===== config.mk =====
export PLATFORM = sky130hd
export DESIGN_NAME = demux_route_1x4_flat
export DESIGN_NICKNAME = d
export VERILOG_FILES = /design/src/rtl/demux_route_1x4_pkg.sv /design/src/rtl/demux_route_1x4_if.sv /design/src/rtl/demux_route_1x4_dec.sv /design/src/rtl/demux_route_1x4.sv /design/src/flat_wrapper.sv
export SDC_FILE = /design/constraint.sdc
export NUM_CORES = 1
export LEC_CHECK = 0
export CAP_MARGIN = 10
export CELL_PAD_IN_SITES_DETAIL_PLACEMENT = 0
export CELL_PAD_IN_SITES_GLOBAL_PLACEMENT = 2
export CORE_MARGIN = 1
export CORE_UTILIZATION = 40
export DETAILED_ROUTE_END_ITERATION = 6
export PLACE_DENSITY = 0.82
export SLEW_MARGIN = 20
export SYNTH_ARGS = -nofsm -noshare
export SYNTH_HDL_FRONTEND = slang
export SYNTH_SLANG_ARGS = --single-unit

===== constraint.sdc =====
create_clock -name clk -period 3.65 [get_ports clk]
set_clock_uncertainty 0.15 [all_clocks]
set_input_delay 0.5475 -clock clk [delete_from_list [all_inputs] [get_ports clk]]
set_output_delay 0.5475 -clock clk [all_outputs]
set_load 0.05 [all_outputs]

===== src/rtl/demux_route_1x4_pkg.sv =====
// Shared constants and helpers for the 1-to-4 routing stage.
// Lane count and destination width are fixed; DW/DEPTH defaults live here.
package demux_route_1x4_pkg;

    localparam int LANES     = 4;
    localparam int DEST_W    = 2;
    localparam int DEF_DW    = 8;
    localparam int DEF_DEPTH = 2;

    typedef logic [DEST_W-1:0] dest_t;
    typedef logic [LANES-1:0]  lane_mask_t;

    function automatic lane_mask_t dest_onehot(input dest_t sel);
        lane_mask_t mask;
        mask      = '0;
        mask[sel] = 1'b1;
        return mask;
    endfunction

endpackage


===== src/rtl/demux_route_1x4_if.sv =====
// Upstream word/destination handshake plus the four per-lane output handshakes.
// slave is the routing stage; master is whoever drives it (producer and consumers).
interface demux_route_1x4_if #(
    parameter int DW = demux_route_1x4_pkg::DEF_DW
);
    import demux_route_1x4_pkg::*;

    logic [DW-1:0]       in_data;
    dest_t               in_dest;
    logic                in_valid;
    logic                in_ready;
    logic [LANES*DW-1:0] out_data;
    lane_mask_t          out_valid;
    lane_mask_t          out_ready;

    modport slave (
        input  in_data,
        input  in_dest,
        input  in_valid,
        output in_ready,
        output out_data,
        output out_valid,
        input  out_ready
    );

    modport master (
        output in_data,
        output in_dest,
        output in_valid,
        input  in_ready,
        input  out_data,
        input  out_valid,
        output out_ready
    );

endinterface


===== src/rtl/demux_route_1x4_dec.sv =====
// Combinational 2-to-4 one-hot decoder; all zeros when en is low.
module dec_2x4_onehot
    import demux_route_1x4_pkg::*;
(
    input  logic       en,
    input  dest_t      sel,
    output lane_mask_t onehot
);

    assign onehot = en ? dest_onehot(sel) : '0;

endmodule


===== src/rtl/demux_route_1x4.sv =====
// Registered 1-to-4 router: each accepted word lands in its lane's FWFT FIFO
// and is presented one cycle later; lanes drain independently.
module demux_route_1x4
    import demux_route_1x4_pkg::*;
#(
    parameter int DW    = DEF_DW,
    parameter int DEPTH = DEF_DEPTH
) (
    input logic              clk,
    input logic              rst,
    demux_route_1x4_if.slave bus
);

    localparam int              PTR_W    = $clog2(DEPTH);
    localparam logic [PTR_W:0]  FULL_CNT = DEPTH[PTR_W:0];

    lane_mask_t          full_w;
    lane_mask_t          wr_en_w;
    lane_mask_t          out_valid_w;
    logic [LANES*DW-1:0] out_data_w;
    logic                in_ready_w;
    logic                acc_w;

    // Ready depends only on the addressed lane's registered fill level, never on in_valid.
    assign in_ready_w    = ~full_w[bus.in_dest];
    assign acc_w         = bus.in_valid & in_ready_w;
    assign bus.in_ready  = in_ready_w;
    assign bus.out_valid = out_valid_w;
    assign bus.out_data  = out_data_w;

    dec_2x4_onehot u_dec (
        .en     (acc_w),
        .sel    (bus.in_dest),
        .onehot (wr_en_w)
    );

    genvar gi;
    generate
        for (gi = 0; gi < LANES; gi++) begin : g_lane
            logic [DW-1:0]    mem_reg [DEPTH];
            logic [PTR_W-1:0] wr_ptr_reg;
            logic [PTR_W-1:0] rd_ptr_reg;
            logic [PTR_W:0]   count_reg;
            logic [PTR_W:0]   count_next;
            logic             push_w;
            logic             pop_w;

            assign push_w = wr_en_w[gi];
            assign pop_w  = out_valid_w[gi] & bus.out_ready[gi];

            always_comb begin
                count_next = count_reg;
                case ({push_w, pop_w})
                    2'b10:   count_next = count_reg + 1'b1;
                    2'b01:   count_next = count_reg - 1'b1;
                    default: count_next = count_reg;
                endcase
            end

            always_ff @(posedge clk) begin
                if (rst) begin
                    wr_ptr_reg <= '0;
                    rd_ptr_reg <= '0;
                    count_reg  <= '0;
                    for (int i = 0; i < DEPTH; i++) begin
                        mem_reg[i] <= '0;
                    end
                end else begin
                    if (push_w) begin
                        mem_reg[wr_ptr_reg] <= bus.in_data;
                        wr_ptr_reg          <= wr_ptr_reg + 1'b1;
                    end
                    if (pop_w) begin
                        rd_ptr_reg <= rd_ptr_reg + 1'b1;
                    end
                    count_reg <= count_next;
                end
            end

            assign full_w[gi]               = (count_reg == FULL_CNT);
            assign out_valid_w[gi]          = (count_reg != '0);
            assign out_data_w[gi*DW +: DW]  = mem_reg[rd_ptr_reg];
        end
    endgenerate

endmodule


===== src/flat_wrapper.sv =====
// flat-port wrapper written by rule: the top's interface ports become plain ports
module demux_route_1x4_flat import demux_route_1x4_pkg::*;
#(
    parameter int DW    = DEF_DW,
    parameter int DEPTH = DEF_DEPTH
)
  (clk, rst, bus_in_data, bus_in_dest, bus_in_valid, bus_in_ready, bus_out_data, bus_out_valid, bus_out_ready);
  demux_route_1x4_if #(.DW(DW)) bus_i ();
  input logic clk;
  input logic rst;
  input wire logic [$bits(bus_i.in_data)-1:0] bus_in_data;
  input wire logic [$bits(bus_i.in_dest)-1:0] bus_in_dest;
  input wire logic [$bits(bus_i.in_valid)-1:0] bus_in_valid;
  output wire logic [$bits(bus_i.in_ready)-1:0] bus_in_ready;
  output wire logic [$bits(bus_i.out_data)-1:0] bus_out_data;
  output wire logic [$bits(bus_i.out_valid)-1:0] bus_out_valid;
  input wire logic [$bits(bus_i.out_ready)-1:0] bus_out_ready;
  assign bus_i.in_data = bus_in_data;
  assign bus_i.in_dest = bus_in_dest;
  assign bus_i.in_valid = bus_in_valid;
  assign bus_in_ready = bus_i.in_ready;
  assign bus_out_data = bus_i.out_data;
  assign bus_out_valid = bus_i.out_valid;
  assign bus_i.out_ready = bus_out_ready;
  demux_route_1x4 #(.DW(DW), .DEPTH(DEPTH)) u_core (.clk(clk), .rst(rst), .bus(bus_i));
endmodule

==> results.rst <==
.. list-table::
   :header-rows: 1

   * - Metric
     - Value
   * - Number of design rule violations left after detail routing
     - 0
   * - Area added between synthesis and finish
     - 20.9%
   * - Cell-internal power
     - 0.00160 W
   * - Final Util
     - 0.496
   * - Post-route cell area
     - 4560 um2
   * - Final wirelength
     - 7990 um
   * - Layout Nets
     - 368
   * - Global-route wire length before repair
     - 12,600 um
   * - Sequential fraction of the synthesis area
     - 0.616
   * - Net switching power of the design
     - 0.000774 W
   * - Total nets after synthesis
     - 315
   * - Avg Vias per Cell
     - 5.02
   * - Number of gates given a new drive strength after cts
     - 0
   * - Count of different cell masters after synthesis
     - 37
   * - Most used flip-flop cell after synthesis
     - sky130_fd_sc_hd__edfxtp_1
   * - Fraction of synthesized cell area taken by the top area cell type
     - 0.509
   * - Total routing resource utilization after global routing
     - 0.174
   * - Remaining Overflow, GRT
     - 0
   * - Final-report max-slew violation count
     - 0
   * - Post-synthesis area per instance
     - 12.8 um2
   * - Share of flip-flops with an asynchronous set or reset
     - 0
   * - Synthesis-stage register bit count
     - 84
   * - Ratio of total power to cell area
     - 520 nW/um2
   * - Worst slew slack as a fraction of its limit
     - 0.659
   * - Total number of yosys warnings
     - 0
   * - Starting utilization of the core area
     - 0.410
   * - TritonCTS clock tree
     - built
   * - Worst endpoint required time
     - 2.95 ns
   * - Floorplan die area
     - 9820 um2
   * - Cell Rows
     - 35
   * - EDFF count, synth
     - 64
   * - Leakage power
     - 1.64 nW
   * - Final routed wire length divided by cell count
     - 17.2 um
   * - Worst path max stage delay
     - 0.71 ns
   * - Hold Violations, Final
     - 0
   * - Postcts setup bufs
     - 0
   * - Post-route antenna net violation count
     - 0
   * - Arrival time of data at the critical path endpoint
     - 2.48 ns
   * - Antenna violations before repair
     - 0
   * - CP most frequent cell
     - sky130_fd_sc_hd__clkdlybuf4s50_1
   * - Endpoints failing setup
     - 0
   * - Largest net degree at the start of global routing
     - 31
   * - X dimension of the die
     - 99.1 um
   * - # hold bufs at CTS
     - 0
   * - Minimum clock period after layout
     - 3.18 ns
   * - Count of max-cap constraint violations
     - 0
   * - Leading cell type in the layout, fill and taps excluded
     - sky130_fd_sc_hd__edfxtp_1
   * - Routability Congestion
     - 0.720
   * - Kind of end point of the critical path
     - output port
   * - Ports
     - 54
   * - Ordered cell list for the critical path
     - clkdlybuf4s50_1 > mux4_1 > clkdlybuf4s50_1
   * - Sw frac
     - 0.326
   * - Clock latency on the worst-skew pair
     - 0.34 ns
   * - Initial drt markers
     - 95
   * - Number of sinks driven by the clock tree
     - 84
   * - Number of cells on the worst hold path
     - 2
   * - Period utilization
     - 0.870
   * - Worst R2R Path Depth
     - 3
   * - Leading cell types in the layout, fill and taps excluded
     - sky130_fd_sc_hd__edfxtp_1, sky130_fd_sc_hd__clkdlybuf4s50_1, sky130_fd_sc_hd__nor2_1
   * - Startpoint-to-endpoint class of the critical path
     - in2out
   * - Max Clock Freq
     - 0.315 GHz
   * - Netlist area before placement
     - 3770 um2
   * - Post-Syn Instances
     - 294
   * - Die span in y
     - 99.1 um
   * - Drt first pass iters
     - 4
   * - Kind of path behind the tightest hold check
     - reg2reg
   * - Critical-path cell with the highest stage delay
     - sky130_fd_sc_hd__clkdlybuf4s50_1
   * - Dominant cell type by area after synthesis
     - sky130_fd_sc_hd__edfxtp_1
   * - Clk slew on worst S/H paths
     - 0.07 ns
   * - Total via count in the routed design
     - 2,322
   * - Share of power burned in the clock network
     - 0.238
   * - Outcome
     - finished clean
   * - DP Area
     - 4400 um2
   * - Combinational group share of total power
     - 0.273
   * - Sequential group share of total power
     - 0.488
   * - IO Port Bufs
     - 53
   * - Vias in the first global route
     - 2,280
   * - Antenna diode count
     - 0
   * - Sort of element at the start of the critical path
     - input port
   * - Number of buffers inserted during clock tree synthesis
     - 9
   * - CTS Buffer Depth
     - 2
   * - HPWL after detailed placement
     - 5400 um
   * - Placeable core region
     - 9200 um2
   * - Fraction of final layout cells sized beyond drive strength 1
     - 0.185
   * - Setup repair after global routing missed its margin
     - no
   * - Post-route setup TNS
     - 0 ns
   * - Cell chosen for the clock root
     - sky130_fd_sc_hd__clkbuf_8
   * - Largest driver fanout on the critical path
     - 8
   * - CTS H-Tree Depth
     - 3
   * - Max FFs per register
     - 64
   * - Slew at the pin closest to its max-slew limit
     - 0.510 ns
   * - Synth top area cells
     - sky130_fd_sc_hd__edfxtp_1, sky130_fd_sc_hd__dfxtp_1, sky130_fd_sc_hd__mux2_2
   * - Highest ir drop seen on vdd
     - 0.000243 V
[final timing paths]
kind	startpoint	endpoint	slack, ns
min	u_core.g_lane[0].wr_ptr_reg	u_core.g_lane[0].wr_ptr_reg	0.34
max	bus_in_dest[1]	bus_in_ready	0.47
max reg2reg	u_core.g_lane[0].count_reg[0]	u_core.g_lane[0].mem_reg[0][3]	1.53
min reg2reg	u_core.g_lane[0].wr_ptr_reg	u_core.g_lane[0].wr_ptr_reg	0.34
[layer usage]
layer  global-route usage  up-vias  part of all wire  routed length [um]
met3               0.0267        8             0.038                 304
met5                    0        -                 0                   0
li1                     -     1137                 -                   -
met4               0.0611        0             0.012                  94
met2                0.274       58              0.47                3750
met1                0.246     1119              0.48                3840
[power groups by stage]
stage / Sequential, W / Clock (W) / Combinational (W)
4_1_cts: 0.00116 / 0.000578 / 0.000654
5_1_grt: 0.00117 / 0.000613 / 0.000688
2_1_floorplan: 0.00115 / 0 / 0.000486
3_3_place_gp: 0.00118 / 0 / 0.000645
6_report: 0.00116 / 0.000566 / 0.000648
3_5_place_dp: 0.00118 / 0 / 0.000650
[Yosys cell counts (2+ instances only)]
| master | n |
|---|---|
| sky130_fd_sc_hd__edfxtp_1 | 64 |
| sky130_fd_sc_hd__nor2_1 | 42 |
| sky130_fd_sc_hd__and2_1 | 33 |
| sky130_fd_sc_hd__mux2_2 | 33 |
| sky130_fd_sc_hd__dfxtp_1 | 20 |
| sky130_fd_sc_hd__nand2b_1 | 17 |
| sky130_fd_sc_hd__clkbuf_1 | 11 |
| sky130_fd_sc_hd__xnor2_1 | 8 |
| sky130_fd_sc_hd__or2_2 | 7 |
| sky130_fd_sc_hd__or3_1 | 6 |
| sky130_fd_sc_hd__a21oi_1 | 5 |
| sky130_fd_sc_hd__ha_1 | 4 |
| sky130_fd_sc_hd__o21a_1 | 4 |
| sky130_fd_sc_hd__o21ai_0 | 4 |
| sky130_fd_sc_hd__xor2_1 | 4 |
| sky130_fd_sc_hd__nor2_2 | 3 |
| sky130_fd_sc_hd__nor2b_1 | 3 |
| sky130_fd_sc_hd__a21oi_2 | 2 |
| sky130_fd_sc_hd__and4b_1 | 2 |
| sky130_fd_sc_hd__buf_2 | 2 |
| sky130_fd_sc_hd__nand3_1 | 2 |
| sky130_fd_sc_hd__nand4b_1 | 2 |
| sky130_fd_sc_hd__o31ai_1 | 2 |
[through the flow]
step	hold WS (ns)	setup slack (ns)	power, W	instances
2_1_floorplan	0.316	1.56	0.00163	294
3_3_place_gp	0.340	0.477	0.00183	447
3_5_place_dp	0.337	0.492	0.00183	447
4_1_cts	0.349	0.460	0.00239	463
5_1_grt	0.390	0.384	0.00247	463
6_report	0.343	0.475	0.00237	463
[kinds of logic after synthesis]
family	share of synthesized area
and+or+nand+nor	0.189
muxes	0.105
xor gates and xnor gates	0.0279
adders and majority gates	0.0133
DFF	0.616
buffers and inverters	0.0176
AOI/OAI and AO/OA	0.0308
[worst max-delay path: cells and delay by family]
| kind | cells | cell delay [ns] |
|---|---|---|
| buffers and inverters | 2 | 1.32 |
| muxes | 1 | 0.60 |
[area by class of cell]
cell class,instances,area [um2]
multi-input cells,195,1380
inverters,1,3.75
well taps,111,139
repair buffers,56,553
clock inverters,5,28.8
flip-flops and latches,84,2320
fillers,852,4630
clock buffers,11,131
No activity file was read; power rests on OpenSTA's default activity.
==> edit (config.mk and constraints unchanged) <==
Change the package constant `DEST_W` from 2 to 4.
--- a/src/rtl/demux_route_1x4_pkg.sv
+++ b/src/rtl/demux_route_1x4_pkg.sv
@@ -3,7 +3,7 @@
 package demux_route_1x4_pkg;
 
     localparam int LANES     = 4;
-    localparam int DEST_W    = 2;
+    localparam int DEST_W    = 4;
     localparam int DEF_DW    = 8;
     localparam int DEF_DEPTH = 2;
 
Interface: changed (resized bus_in_dest); port bits go from 54 to 56. The function was not compared with the original's and may differ.
==> edit against the original RTL <==
  * Worst setup slack gained 47 ps
  * Register-to-register slack gained 60 ps
  * Sequential cell count is the same
  * Final area grew 4.1%
  * Routed wire length shrank 6.7%
  * Die area grew 1.5%
  * First-iteration DRC count grew 12%
  * Synthesized area grew 1.5%
Power is not compared: it rests on default switching activity, and its combinational part moved more than twofold at a synthesized area within 25%.
==> edit: results <==
metrics = {
    "run_status": {
        "status": "finished, final reports clean",
    },
    "place": {
        "io_buffer_count": 55,
        "place.gp.congestion": 0.666,
        "place_area_um2": 4550,
        "dp_hpwl_um": 5090,
    },
    "logic_synthesis": {
        "async_flop_share_pct": 0,
        "ys_warn_count": 0,
        "synth_ff_type": "edfxtp_1",
        "synth_nets": 306,
        "synth_edf_count": 64,
        "ys_top_cells_by_count": "and2_1, edfxtp_1, mux2_2",
        "ys_seq_area_share_pct": 60.6,
        "synth.distinct_cells": 36,
        "synth_area_leaders": "edfxtp_1, and2_1, dfxtp_1, mux2_2, xnor2_1",
    },
    "layout": {
        "diodes": 0,
        "fillers": 821,
        "largest_register_ff_count": 64,
        "layout.nets": 369,
        "drive_gt1_share_pct": 19.1,
    },
    "cts": {
        "cts_setup_buffers": 0,
        "clk_latency_ps": 350,
        "cts_resized": 0,
        "root_buffer": "clkbuf_8",
        "htree_levels": 3,
        "cts_made_buffers": 9,
        "cts_buffer_depth": 2,
        "clk_pin_slew_worst_paths_ps": 80,
    },
    "setup_path": {
        "cp.arrival_ps": 2430,
        "cp_slowest_cell": "clkdlybuf4s50_1",
        "critPathMaxFanout": 6,
        "path_delay_family": "buffers and inverters",
        "cp_slowest_stage_delay_ps": 810,
        "r2r_slack_ps": 1590,
    },
    "pwr": {
        "peakVddDrop_v": 0.000228,
        "p_leak_uw": 0.00175,
    },
    "global_route": {
        "use_met1_pct": 21.4,
        "antenna_found_initial": 0,
        "grt_pass1_wl_um": 12100,
        "grt_util_met3_pct": 4.81,
        "grt_usage_pct": 16.5,
        "grt_max_degree": 24,
        "use_met2_pct": 26.4,
        "grt_pass1_vias": 2305,
    },
    "routing": {
        "drt_first_pass_iters": 5,
        "routed_via_density": 4.80,
        "wl_per_cell_um": 15.5,
        "drt_iter0_markers": 106,
    },
    "sta": {
        "whs_ps": 365,
        "slew_headroom_pct": 45.2,
    },
    "hold_path": {
        "hold_class": "flop to flop",
    },
}
-- edit: metal layers --
layer  share of wire, %  wire [um]  vias up
li1                   -          -     1141
met1                 46       3400     1105
met2                 48       3600       45
met3                4.3        317       11
met4                1.7        125        0
met5                  0          0        -
-- edit: through the flow --
step           setup WS (ps)  instances
2_1_floorplan           1170        283
3_3_place_gp             537        464
3_5_place_dp             515        464
4_1_cts                  512        480
5_1_grt                  475        480
6_report                 522        480
-- edit: cell type report --
cell class	count	area [um^2]	share of cell area, %
clock buffer	10	128	2.69
sequential	84	2320	48.9
multi-input combinational	187	1450	30.6
clock inverter	6	71.3	1.50
timing repair buffer	62	603	12.7
tap	129	161	3.40
inverter	2	7.51	0.158
-- edit: final timing paths --
kind	start	to	cells after the start
worst min register to register	u_core.g_lane[0].count_reg[1]	u_core.g_lane[0].count_reg[1]	2
worst max-delay path	bus_in_dest[0]	bus_in_ready	4
worst max register to register	u_core.g_lane[1].count_reg[0]	u_core.g_lane[1].count_reg[1]	6
worst min-delay path	u_core.g_lane[0].count_reg[1]	u_core.g_lane[0].count_reg[1]	2
-- edit: power by group --
group,internal [uW],leakage (uW),total [uW],switching [uW]
logic,106,0.000830,267,161
clock network,323,0.0000935,675,352
registers,1060,0.000826,1080,18.8
-- edit: worst register-to-register path, stage by stage, from the launching register on --
cell and delay, ps:
dfxtp_1 420, nor2b_1 140, nor3_1 310, inv_1 110, ha_1 340, or3_1 380
a21oi_1 140
-- edit: cell families (layout without fill, tap and decap cells) --
group	Yosys count	count (layout)	synth area share, %
muxes	35	35	10.2
AOI/OAI and AO/OA	24	24	4.31
adders and majority gates	4	4	1.31
DFF	84	84	60.6
and+or+nand+nor	112	112	19.4
xor gates and xnor gates	12	12	2.74
buffers and inverters	12	80	1.40
